## config.mk

```make
export PLATFORM = sky130hd
export DESIGN_NAME = back_icon_dispatcher_flat
export DESIGN_NICKNAME = d
export VERILOG_FILES = /design/src/rtl/back_icon_dispatcher_pkg.sv /design/src/rtl/back_icon_dispatcher_if.sv /design/src/rtl/back_icon_dispatch_fifo.sv /design/src/rtl/back_icon_dispatcher.sv /design/src/flat_wrapper.sv
export SDC_FILE = /design/constraint.sdc
export NUM_CORES = 1
export LEC_CHECK = 0
export CORE_ASPECT_RATIO = 0.5
export CORE_MARGIN = 4
export CORE_UTILIZATION = 54
export DETAILED_ROUTE_END_ITERATION = 8
export GPL_TIMING_DRIVEN = 0
export HOLD_SLACK_MARGIN = 0.06
export PLACE_DENSITY = 0.78
export SKIP_LAST_GASP = 1
export SLEW_MARGIN = 20
export SYNTH_ARGS = -nofsm -noshare
export SYNTH_HDL_FRONTEND = slang
export SYNTH_SLANG_ARGS = --single-unit
```

## constraint.sdc

```tcl
create_clock -name clk -period 11.2 [get_ports clk]
set_clock_uncertainty 0.2 [all_clocks]
set_input_delay 2.8 -clock clk [delete_from_list [all_inputs] [get_ports clk]]
set_output_delay 2.8 -clock clk [all_outputs]
set_load 0.01 [all_outputs]
```

## src/rtl/back_icon_dispatcher_pkg.sv

```systemverilog
// Shared datatypes for the interconnect instruction path (pkg_dtypes slice).
// Defaults for the dispatcher's port count, channel count and staging depth live here too.
package pkg_dtypes;

  localparam int EU_IDX_W  = 4;
  localparam int CL_IDX_W  = 2;
  localparam int RECV_W    = 8;
  localparam int PAYLOAD_W = 8;

  localparam int ICON_DISPATCH_DEFAULT_PORTS      = 2;
  localparam int ICON_DISPATCH_DEFAULT_CHANNELS   = 4;
  localparam int ICON_DISPATCH_DEFAULT_LOG2_DEPTH = 3;

  typedef logic [RECV_W-1:0] type_icon_receivers_list;

  typedef struct packed {
    logic [CL_IDX_W-1:0] clidx;
    logic [EU_IDX_W-1:0] euidx;
  } type_exec_unit_addr;

  typedef struct packed {
    type_exec_unit_addr      src_addr;
    type_icon_receivers_list receiver_list;
    logic [PAYLOAD_W-1:0]    payload;
  } type_icon_instr;

endpackage

```

## src/rtl/back_icon_dispatcher_if.sv

```systemverilog
// Front-end and controller-side signals of back_icon_dispatcher.
// master = dispatcher side, slave = front end plus controller side.
interface back_icon_dispatcher_if
  import pkg_dtypes::*;
#(
  parameter int NUM_DISPATCH_PORTS = ICON_DISPATCH_DEFAULT_PORTS,
  parameter int NUM_ICON_CHANNELS  = ICON_DISPATCH_DEFAULT_CHANNELS
);
  // Front end: fe_ready_o depends only on registered state, and when it is high
  // every asserted fe_valid_i port (contiguous from port 0) is taken that cycle.
  // Controller: a dispatch valid bit is a write strobe and is only raised for a
  // channel whose ready bit is high in that same cycle.
  type_icon_instr                fe_instr_i [NUM_DISPATCH_PORTS];
  logic [NUM_DISPATCH_PORTS-1:0] fe_valid_i;
  logic                          fe_ready_o;
  type_icon_instr                icon_instr_dispatch_o [NUM_ICON_CHANNELS];
  logic [NUM_ICON_CHANNELS-1:0]  icon_instr_dispatch_valid_o;
  logic [NUM_ICON_CHANNELS-1:0]  icon_instr_dispatch_ready_i;
  logic [NUM_ICON_CHANNELS-1:0]  channel_active_i;

  modport master (
    input  fe_instr_i, fe_valid_i, icon_instr_dispatch_ready_i, channel_active_i,
    output fe_ready_o, icon_instr_dispatch_o, icon_instr_dispatch_valid_o
  );

  modport slave (
    output fe_instr_i, fe_valid_i, icon_instr_dispatch_ready_i, channel_active_i,
    input  fe_ready_o, icon_instr_dispatch_o, icon_instr_dispatch_valid_o
  );

endinterface

```

## src/rtl/back_icon_dispatch_fifo.sv

```systemverilog
// In-order staging buffer: up to NUM_PUSH writes and i_pop_cnt reads per cycle,
// with the first NUM_PEEK entries from the head visible combinationally.
module back_icon_dispatch_fifo
  import pkg_dtypes::*;
#(
  parameter int LOG2_DEPTH = 3,
  parameter int NUM_PUSH   = 2,
  parameter int NUM_PEEK   = 4
) (
  input  logic                          clk,
  input  logic                          reset_n,
  input  logic [$clog2(NUM_PUSH+1)-1:0] i_push_cnt,
  input  type_icon_instr                i_push_data [NUM_PUSH],
  input  logic [$clog2(NUM_PEEK+1)-1:0] i_pop_cnt,
  output logic [LOG2_DEPTH:0]           o_count,
  output type_icon_instr                o_peek [NUM_PEEK]
);
  localparam int DEPTH  = 1 << LOG2_DEPTH;
  localparam int PTR_W  = LOG2_DEPTH;
  localparam int CNT_W  = LOG2_DEPTH + 1;
  localparam int PUSH_W = $clog2(NUM_PUSH + 1);

  type_icon_instr   r_mem [DEPTH];
  logic [PTR_W-1:0] r_rd_ptr;
  logic [PTR_W-1:0] r_wr_ptr;
  logic [CNT_W-1:0] r_count;

  // Payload storage needs no reset; only pointers and count define validity.
  always_ff @(posedge clk) begin
    for (int i = 0; i < NUM_PUSH; i++) begin
      if (PUSH_W'(i) < i_push_cnt) r_mem[r_wr_ptr + PTR_W'(i)] <= i_push_data[i];
    end
  end

  always_ff @(posedge clk) begin
    if (!reset_n) begin
      r_rd_ptr <= '0;
      r_wr_ptr <= '0;
      r_count  <= '0;
    end else begin
      r_wr_ptr <= r_wr_ptr + PTR_W'(i_push_cnt);
      r_rd_ptr <= r_rd_ptr + PTR_W'(i_pop_cnt);
      r_count  <= r_count + CNT_W'(i_push_cnt) - CNT_W'(i_pop_cnt);
    end
  end

  always_comb begin
    for (int k = 0; k < NUM_PEEK; k++) o_peek[k] = r_mem[r_rd_ptr + PTR_W'(k)];
  end

  assign o_count = r_count;

endmodule

```

## src/rtl/back_icon_dispatcher.sv

```systemverilog
// Steers staged interconnect instructions into controller channel queues, in order, round-robin.
// Optional macro ICON_DISPATCH_SRC_AFFINITY_EN pins a source euidx to the active channel that last took it.
module back_icon_dispatcher
  import pkg_dtypes::*;
#(
  parameter int NUM_ICON_CHANNELS  = ICON_DISPATCH_DEFAULT_CHANNELS,
  parameter int NUM_DISPATCH_PORTS = ICON_DISPATCH_DEFAULT_PORTS,
  parameter int LOG2_STAGING_DEPTH = ICON_DISPATCH_DEFAULT_LOG2_DEPTH
) (
  input  logic                        clk,
  input  logic                        reset_n,
  back_icon_dispatcher_if.master      bus,
  output logic [LOG2_STAGING_DEPTH:0] occupancy_o
);
  localparam int DEPTH  = 1 << LOG2_STAGING_DEPTH;
  localparam int CNT_W  = LOG2_STAGING_DEPTH + 1;
  localparam int PUSH_W = $clog2(NUM_DISPATCH_PORTS + 1);
  localparam int POP_W  = $clog2(NUM_ICON_CHANNELS + 1);
  localparam int CH_W   = (NUM_ICON_CHANNELS > 1) ? $clog2(NUM_ICON_CHANNELS) : 1;

  logic [CNT_W-1:0]             w_count;
  type_icon_instr               w_peek [NUM_ICON_CHANNELS];
  type_icon_instr               w_disp [NUM_ICON_CHANNELS];
  logic [NUM_ICON_CHANNELS-1:0] w_disp_valid;
  logic [NUM_ICON_CHANNELS-1:0] w_used;
  logic [PUSH_W-1:0]            w_push_cnt;
  logic [POP_W-1:0]             w_pop_cnt;
  logic                         w_fe_ready;
  logic                         w_stop;
  logic                         w_found;
  logic [CH_W-1:0]              w_sel;
  logic [CH_W-1:0]              r_rr_ptr;
  logic [CH_W-1:0]              w_rr_next;

`ifdef ICON_DISPATCH_SRC_AFFINITY_EN
  logic [EU_IDX_W-1:0]          r_tag [NUM_ICON_CHANNELS];
  logic [NUM_ICON_CHANNELS-1:0] r_tag_vld;
  logic [EU_IDX_W-1:0]          w_tag_d [NUM_ICON_CHANNELS];
  logic [NUM_ICON_CHANNELS-1:0] w_tag_we;
  logic                         w_pinned;
  logic [CH_W-1:0]              w_pin_ch;
`else
  logic w_unused_active;
  assign w_unused_active = ^bus.channel_active_i;
`endif

  function automatic logic [CH_W-1:0] wrap_ch(input int v);
    return CH_W'(v % NUM_ICON_CHANNELS);
  endfunction

  // Only registered count feeds ready, so the front end never sees a valid->ready loop.
  assign w_fe_ready     = (CNT_W'(DEPTH) - w_count) >= CNT_W'(NUM_DISPATCH_PORTS);
  assign bus.fe_ready_o = w_fe_ready;
  assign occupancy_o    = w_count;

  always_comb begin
    w_push_cnt = '0;
    if (w_fe_ready) begin
      for (int p = 0; p < NUM_DISPATCH_PORTS; p++) begin
        if (bus.fe_valid_i[p]) w_push_cnt = w_push_cnt + PUSH_W'(1);
      end
    end
  end

  back_icon_dispatch_fifo #(
    .LOG2_DEPTH (LOG2_STAGING_DEPTH),
    .NUM_PUSH   (NUM_DISPATCH_PORTS),
    .NUM_PEEK   (NUM_ICON_CHANNELS)
  ) u_fifo (
    .clk         (clk),
    .reset_n     (reset_n),
    .i_push_cnt  (w_push_cnt),
    .i_push_data (bus.fe_instr_i),
    .i_pop_cnt   (w_pop_cnt),
    .o_count     (w_count),
    .o_peek      (w_peek)
  );

  // Head-first walk; the first entry without a channel blocks everything behind it.
  always_comb begin
    w_disp_valid = '0;
    for (int c = 0; c < NUM_ICON_CHANNELS; c++) w_disp[c] = '0;
    w_pop_cnt = '0;
    w_used    = '0;
    w_stop    = !reset_n;
    w_found   = 1'b0;
    w_sel     = '0;
    w_rr_next = r_rr_ptr;
`ifdef ICON_DISPATCH_SRC_AFFINITY_EN
    w_pinned = 1'b0;
    w_pin_ch = '0;
    w_tag_we = '0;
    for (int c = 0; c < NUM_ICON_CHANNELS; c++) w_tag_d[c] = r_tag[c];
`endif
    for (int e = 0; e < NUM_ICON_CHANNELS; e++) begin
      if (!w_stop && (CNT_W'(e) < w_count)) begin
        if (w_peek[e].receiver_list == '0) begin
          w_pop_cnt = w_pop_cnt + POP_W'(1);
        end else begin
          w_found = 1'b0;
          w_sel   = '0;
`ifdef ICON_DISPATCH_SRC_AFFINITY_EN
          w_pinned = 1'b0;
          w_pin_ch = '0;
          for (int c = 0; c < NUM_ICON_CHANNELS; c++) begin
            if (!w_pinned && bus.channel_active_i[c] && r_tag_vld[c] &&
                (r_tag[c] == w_peek[e].src_addr.euidx)) begin
              w_pinned = 1'b1;
              w_pin_ch = CH_W'(c);
            end
          end
          if (w_pinned) begin
            if (bus.icon_instr_dispatch_ready_i[w_pin_ch] && !w_used[w_pin_ch]) begin
              w_found = 1'b1;
              w_sel   = w_pin_ch;
            end
          end else
`endif
          begin
            for (int k = 0; k < NUM_ICON_CHANNELS; k++) begin
              if (!w_found && bus.icon_instr_dispatch_ready_i[wrap_ch(int'(r_rr_ptr) + k)] &&
                  !w_used[wrap_ch(int'(r_rr_ptr) + k)]) begin
                w_found = 1'b1;
                w_sel   = wrap_ch(int'(r_rr_ptr) + k);
              end
            end
          end
          if (w_found) begin
            w_used[w_sel]       = 1'b1;
            w_disp_valid[w_sel] = 1'b1;
            w_disp[w_sel]       = w_peek[e];
            w_pop_cnt           = w_pop_cnt + POP_W'(1);
            w_rr_next           = wrap_ch(int'(w_sel) + 1);
`ifdef ICON_DISPATCH_SRC_AFFINITY_EN
            w_tag_we[w_sel] = 1'b1;
            w_tag_d[w_sel]  = w_peek[e].src_addr.euidx;
`endif
          end else begin
            w_stop = 1'b1;
          end
        end
      end
    end
  end

  assign bus.icon_instr_dispatch_o       = w_disp;
  assign bus.icon_instr_dispatch_valid_o = w_disp_valid;

  always_ff @(posedge clk) begin
    if (!reset_n) r_rr_ptr <= '0;
    else          r_rr_ptr <= w_rr_next;
  end

`ifdef ICON_DISPATCH_SRC_AFFINITY_EN
  always_ff @(posedge clk) begin
    if (!reset_n) begin
      r_tag_vld <= '0;
      for (int c = 0; c < NUM_ICON_CHANNELS; c++) r_tag[c] <= '0;
    end else begin
      for (int c = 0; c < NUM_ICON_CHANNELS; c++) begin
        if (w_tag_we[c]) begin
          r_tag[c]     <= w_tag_d[c];
          r_tag_vld[c] <= 1'b1;
        end
      end
    end
  end
`endif

endmodule

```

## src/flat_wrapper.sv

```systemverilog
// flat-port wrapper written by rule: the top's interface ports become plain ports
module back_icon_dispatcher_flat import pkg_dtypes::*;
#(
  parameter int NUM_ICON_CHANNELS  = ICON_DISPATCH_DEFAULT_CHANNELS,
  parameter int NUM_DISPATCH_PORTS = ICON_DISPATCH_DEFAULT_PORTS,
  parameter int LOG2_STAGING_DEPTH = ICON_DISPATCH_DEFAULT_LOG2_DEPTH
)
  (clk, reset_n, occupancy_o, bus_fe_instr_i, bus_fe_valid_i, bus_icon_instr_dispatch_ready_i, bus_channel_active_i, bus_fe_ready_o, bus_icon_instr_dispatch_o, bus_icon_instr_dispatch_valid_o);
  back_icon_dispatcher_if #(.NUM_DISPATCH_PORTS(NUM_DISPATCH_PORTS), .NUM_ICON_CHANNELS(NUM_ICON_CHANNELS)) bus_i ();
  input  logic clk;
  input  logic reset_n;
  output logic [LOG2_STAGING_DEPTH:0] occupancy_o;
  input wire logic [$bits(bus_i.fe_instr_i)-1:0] bus_fe_instr_i;
  input wire logic [$bits(bus_i.fe_valid_i)-1:0] bus_fe_valid_i;
  input wire logic [$bits(bus_i.icon_instr_dispatch_ready_i)-1:0] bus_icon_instr_dispatch_ready_i;
  input wire logic [$bits(bus_i.channel_active_i)-1:0] bus_channel_active_i;
  output wire logic [$bits(bus_i.fe_ready_o)-1:0] bus_fe_ready_o;
  output wire logic [$bits(bus_i.icon_instr_dispatch_o)-1:0] bus_icon_instr_dispatch_o;
  output wire logic [$bits(bus_i.icon_instr_dispatch_valid_o)-1:0] bus_icon_instr_dispatch_valid_o;
  assign bus_i.fe_instr_i = {>>{bus_fe_instr_i}};
  assign bus_i.fe_valid_i = bus_fe_valid_i;
  assign bus_i.icon_instr_dispatch_ready_i = bus_icon_instr_dispatch_ready_i;
  assign bus_i.channel_active_i = bus_channel_active_i;
  assign bus_fe_ready_o = bus_i.fe_ready_o;
  assign bus_icon_instr_dispatch_o = {>>{bus_i.icon_instr_dispatch_o}};
  assign bus_icon_instr_dispatch_valid_o = bus_i.icon_instr_dispatch_valid_o;
  back_icon_dispatcher #(.NUM_ICON_CHANNELS(NUM_ICON_CHANNELS), .NUM_DISPATCH_PORTS(NUM_DISPATCH_PORTS), .LOG2_STAGING_DEPTH(LOG2_STAGING_DEPTH)) u_core (.clk(clk), .reset_n(reset_n), .bus(bus_i), .occupancy_o(occupancy_o));
endmodule
```

==> reports/qor.yml <==
status:
  outcome: "finished with violations"
  violations: "setup timing"
cells_and_area:
  drive_gt1_share_pct: 44.88
  fin_nets: 1901
  area_growth_pct: 27.58
  final_cell_mix: "281 x mux2_2, 197 x a21oi_1, 176 x edfxtp_1, 104 x mux2i_1, 96 x mux4_2"
  final_util_pct: 70.23
  final_common_cell: "mux2_2"
grt:
  grt_pass1_vias: 16500
  antenna_found_initial: 1
  track_usage_pct: 39.77
  grt_pass1_wl_mm: 105.5
  grt_max_degree: 21
  grt-ovfl-total: 0
synth:
  synth_fp_nets: 1644
  syn_inst: 1555
  synth_top_family_by_area: "multiplexers"
  ys.flop_type: "edfxtp_1"
  synthAdderAreaFrac_pct: 2.528
  synth_edf_count: 176
  synth_seq_area_share_pct: 31.54
  yosys.area.top_type: "edfxtp_1"
  synth_compound_area_share_pct: 12.73
  synthXorXnorAreaFrac_pct: 0.6928
  synth_area_mm2: 0.01752
  synth_top_area_share_pct: 30.17
  syn_area_per_cell_um2: 11.27
  synthMuxAreaShare_pct: 40.88
  ys_warn_count: 0
  synthArstFlopShare_pct: 0
  synth_seq_cells: 188
  ys_top_cells_by_area: "edfxtp_1 30%, mux2_2 18%, mux4_2 12%, mux2i_1 9.9%, a21oi_1 5.8%"
  synth_cell_types: 76
  synth-simple-area-share_pct: 7.363
timing:
  fmax_mhz: 82.05
  fin_crit_sh_pct: 108.8
  relSlewSlack_pct: 16.74
  finalHoldViolations: 0
  slew_viol_final: 0
  worstMarginPinSlew_ps: 1249
  fin_crit_ps: 12190
  setup_viol: 92
  layout_setup_ws_ps: -988.2
  holdWs_ps: 457.2
  rsz0062_at_grt: "yes"
pwr:
  power.density_mw_per_mm2: 352.3
  p_leak_nw: 7.836
  ir_drop_mv: 0.1648
die:
  num_io_pins: 153
  rows: 46
  die_y_um: 135.4
  core_mm2: 0.03183
  die_area_mm2: 0.03556
  die_w_um: 262.7
  initial_core_util_pct: 55.04
route:
  dr.pass1.iters: 6
  routed_wl_mm: 72.18
  vias: 16280
  drc: 0
  vias_per_cell: 7.212
  routedWlPerCell_um: 31.97
  final_antenna_net_count: 0
  drt_iter0_markers: 2658
cts:
  cts_buffers: 17
  cts_tree: "built"
  cts_sinks: 188
  cts-root-buf: "clkbuf_16"
  insertion_delay_ps: 460
  max-clock-path-buffers: 2
  htree_levels: 4
  hold_buffers: 0
  clk_pin_slew_ps: 80
setup_path:
  crit_path_end_kind: "output port"
  crit_fanout: 6
  startpoint_type: "primary input"
  worstSetupPathType: "in -> out"
  critPathTopFamily: "compound AO/OA/AOI/OAI gates"
  crit_arrival_ps: 9190
  slowest_stage: "or4_4"
  reg2reg_slack_ps: 1300
  path_buf_inv: 9
  required_ps: 8200
  worst_path_most_repeated_cell: "mux2i_4"
  max_stage_delay_ps: 540
placement:
  portBuffers: 148
  gp_congestion: 1.070
  dp_hpwl_mm: 51.80
  dpl_worst_slack_ps: -2918
flow_run:
  drv_cap: 0
hold_path:
  hold_class: "reg -> reg"
==> routing by layer <==
layer	GRT usage (%)	vias up	wire length, µm	part of all wire, %
met3	13.57	299	9643	13
met2	62.63	1276	32370	45
li1	-	6678	-	-
met5	0	-	0	0
met1	50.07	8031	26390	37
met4	18.71	0	3775	5.2
==> tightest hold or removal path, stage by stage (launching register included) <==
cell and delay [ps]:
dfxtp_1 390, ha_1 130, and2_1 110
==> per-stage QoR <==
stage	power [mW]	instance area [µm²]	setup TNS, ps	cells
after floorplan	4.568	18180	-11690	1555
after global placement	6.361	20210	-230610	2135
final	7.874	22350	-80030	2258
after detailed placement	6.538	20510	-251440	2145
after global routing	8.140	22350	-99580	2258
after CTS	7.524	22070	-67970	2244
==> area by class of cell <==
cell class,instances,area [µm²]
Fill cell,2312,9477
Sequential cell,188,5525
Antenna cell,1,2.502
Tap cell,432,540.5
Inverter,24,90.09
Timing Repair Buffer,242,2332
Clock buffer,17,425.4
Multi-Input combinational cell,1207,12500
Buffer,132,738.2
Clock inverter,15,195.2
==> state kept, by name (all words and copies together), names as in the netlist <==
signal / flops
u_core.u_fifo.r_mem: 176
u_core.u_fifo.r_wr_ptr: 3
u_core.r_rr_ptr: 2
u_core.u_fifo.r_rd_ptr: 3
u_core.u_fifo.o_count: 4
==> where the power goes <==
part / total [mW] / leakage, nW / switching (mW) / internal (mW)
logic: 6.15 / 5.83 / 3.54 / 2.61
clock network: 0.651 / 0.300 / 0.326 / 0.325
registers: 1.08 / 1.71 / 0.106 / 0.969
==> cells in the mapped netlist, types with 8 or more instances <==
cell      count
nand3_1      13
a211oi_1     63
dfxtp_1      12
inv_1        24
buf_6        10
ha_1         29
nand2b_1     13
o21ai_0      23
nand2_1      40
and2_1       15
a21oi_1     203
mux2_2      281
nor3_1       41
mux4_2       96
o211ai_1      9
xnor2_1       8
buf_1        19
mux2i_1     173
nor2_1       66
edfxtp_1    176
or3_1        11
clkbuf_1     91
==> logic make-up after synthesis <==
kind of cell	Yosys count
xor+xnor	13
flops	188
buf+inv	160
fa+ha+maj	33
compound gates	359
simple gates	244
mux	558
==> final timing paths <==
kind | start | end | depth (start not counted)
setup / recovery | bus_icon_instr_dispatch_ready_i[2] | bus_icon_instr_dispatch_o[73] | 37
hold / removal | u_core.u_fifo.r_rd_ptr[0]$_SDFF_PN0_ | u_core.u_fifo.r_rd_ptr[0]$_SDFF_PN0_ | 2
setup reg to reg | u_core.u_fifo.r_rd_ptr[1]$_SDFF_PN0_ | u_core.u_fifo.o_count[3]$_SDFF_PN0_ | 37
hold reg to reg | u_core.u_fifo.r_rd_ptr[0]$_SDFF_PN0_ | u_core.u_fifo.r_rd_ptr[0]$_SDFF_PN0_ | 2
==> repair_timing <==
item                                    in CTS  in global routing
pin swaps                                   42                 27
resized for setup                          538                 59
gates cloned                                 6                  0
buffers inserted                            62                 17
endpoints found under the setup margin      95                 92
(Power assumes the default switching activity.)
==> RTL change (config.mk and constraints unchanged) <==
Set the package constant `PAYLOAD_W` to 6 (it was 8).
--- a/src/rtl/back_icon_dispatcher_pkg.sv
+++ b/src/rtl/back_icon_dispatcher_pkg.sv
@@ -7,3 +7,3 @@
   localparam int RECV_W    = 8;
-  localparam int PAYLOAD_W = 8;
+  localparam int PAYLOAD_W = 6;
 
Interface: changed (resized bus_fe_instr_i and bus_icon_instr_dispatch_o); port bits go from 153 to 141. The function was not compared with the original's and may differ.
==> RTL change against the unedited design <==
  * The flow still finishes with violations (setup timing)
  * Area after synthesis decreased by 5.7%
  * Global-route usage down 0.95 points
  * Sequential cell count down 16
  * Combinational power decreased by 13%
  * Wire length decreased by 5.4%
  * Die area is 5.4% lower
  * Power shrank 10%
  * Utilization is 0.66 points higher
  * Final area is 6.2% lower
  * Setup slack better by 0.37 ns
==> RTL change: results (changes against the unedited design) <==
| Metric | Value |
|---|---|
| Status | `finished with violations (unchanged)` |
| Failing checks | `setup timing (unchanged)` |
| Sequential share of the synthesized area | `0.305 (was 0.315)` |
| Dpl cells | `1984 (was 2145)` |
| Syn Nets | `1532 (was 1644)` |
| Top cells by count, synth | `mux2_2, edfxtp_1, mux2i_1, mux4_2, nor2_1 (was mux2_2, a21oi_1, edfxtp_1)` |
| Multi-input logic area | `0.0119 mm2 (was 0.0125 mm2)` |
| Cell variety after synth | `82 (was 76)` |
| Global placer's final weighted congestion | `1.00 (was 1.07)` |
| Worst-margin pin slew | `1.23 ns (was 1.25 ns)` |
| ANT cells | `0 (was 1)` |
| DP Worst Slack | `-2.56 ns (was -2.92 ns)` |
| Sum Neg Setup Slack | `-41.73 ns (was -80.03 ns)` |
| P_clk | `0.668 mW (was 0.651 mW)` |
| Slowest stage delay, CP | `0.47 ns (was 0.54 ns)` |
| Largest net degree at the start of global routing | `18 (was 21)` |
| Vias/cell | `7.59 (was 7.21)` |
| Seq/total area | `0.241 (was 0.247)` |
| FF+latch count | `172 (was 188)` |
| Crit-path leading delay family | `buffers and inverters (was compound AO/OA/AOI/OAI gates)` |
| # port buffers | `136 (was 148)` |
| 1st-iter DRT viols | `2902 (was 2658)` |
| Initial antenna violation count | `0 (was 1)` |
| Crit-path max FO | `10 (was 6)` |
| Final WL | `68200 um (was 72200 um)` |
| Arrival @ worst endpoint | `8.82 ns (was 9.19 ns)` |
| Setup violations, final | `84 (was 92)` |
| Final worst slack | `-0.622 ns (was -0.988 ns)` |
| Synth area leaders | `edfxtp_1, mux4_2, mux2_2, mux2i_1, a21oi_1 (was edfxtp_1, mux2_2, mux4_2, mux2i_1, a21oi_1)` |
| Clock-cell share of area | `0.0303 (was 0.0278)` |
| CP max-delay cell | `mux4_2 (was or4_4)` |
| Combinational fraction of design power | `0.761 (was 0.781)` |
| Share of layout cells above drive strength 1 | `0.437 (was 0.449)` |
| Max reg flops | `160 (was 176)` |
| Post-DP Area | `0.0188 mm2 (was 0.0205 mm2)` |
| HPWL after DPL | `46300 um (was 51800 um)` |
| First-pass GRT wire length | `98500 um (was 105000 um)` |
| Nets | `1766 (was 1901)` |
| Worst reg-to-reg path cell count | `39 (was 37)` |
| Number of vias in the routed layout | `15800 (was 16300)` |
| Startpoint types | `flop (was input port)` |
| Drt first pass iters | `8 (was 6)` |
| Switching share of power | `0.506 (was 0.504)` |
| Fill cells | `2026 (was 2312)` |
| Worst vdd ir | `0.176 mV (was 0.165 mV)` |
| Int Power | `3.49 mW (was 3.90 mW)` |
[RTL change: logic make-up after synthesis]
group | count (synthesis) | share of synthesized area
muxes | 488 | 0.421
and+or+nand+nor | 309 | 0.0902
buffers and inverters | 152 | 0.0411
xor gates and xnor gates | 12 | 0.00681
AOI/OAI and AO/OA | 281 | 0.109
adders and majority gates | 33 | 0.0268
DFF | 172 | 0.305
[RTL change: worst min-delay path by stage]
stage                                      to                       from  cells after the start  slack, ns
detailed placement  u_core.u_fifo.r_wr_ptr[0]  u_core.u_fifo.r_wr_ptr[0]                      2       0.57
floorplan           u_core.u_fifo.r_rd_ptr[0]  u_core.u_fifo.r_rd_ptr[0]                      2       0.37
finish              u_core.u_fifo.r_rd_ptr[0]  u_core.u_fifo.r_rd_ptr[0]                      2       0.51
global placement    u_core.u_fifo.r_wr_ptr[0]  u_core.u_fifo.r_wr_ptr[0]                      2       0.56
CTS                 u_core.u_fifo.r_rd_ptr[0]  u_core.u_fifo.r_rd_ptr[0]                      2       0.50
global route        u_core.u_fifo.r_rd_ptr[0]  u_core.u_fifo.r_rd_ptr[0]                      2       0.55
[RTL change: timing repair]
action	CTS	global route
endpoints found under the setup margin	87	84
pin swaps	40	41
resized for setup	548	99
cloned	5	3
setup buffers	52	13
[RTL change: metal layers]
metal | vias up | global-route usage | part of all wire
li1 | 6213 | - | -
met1 | 7674 | 0.484 | 0.34
met2 | 1553 | 0.597 | 0.44
met3 | 386 | 0.153 | 0.16
met4 | 0 | 0.187 | 0.063
met5 | - | 0 | 0
[RTL change: worst reg2reg max path: cells and delay by family, from the launching register on]
kind,cells,cell delay (ns)
AOI/OAI and AO/OA,13,3.04
muxes,2,0.92
and+or+nand+nor,8,1.11
adders and majority gates,4,1.42
DFF,1,0.35
buffers and inverters,11,2.68
xor gates and xnor gates,1,0.08
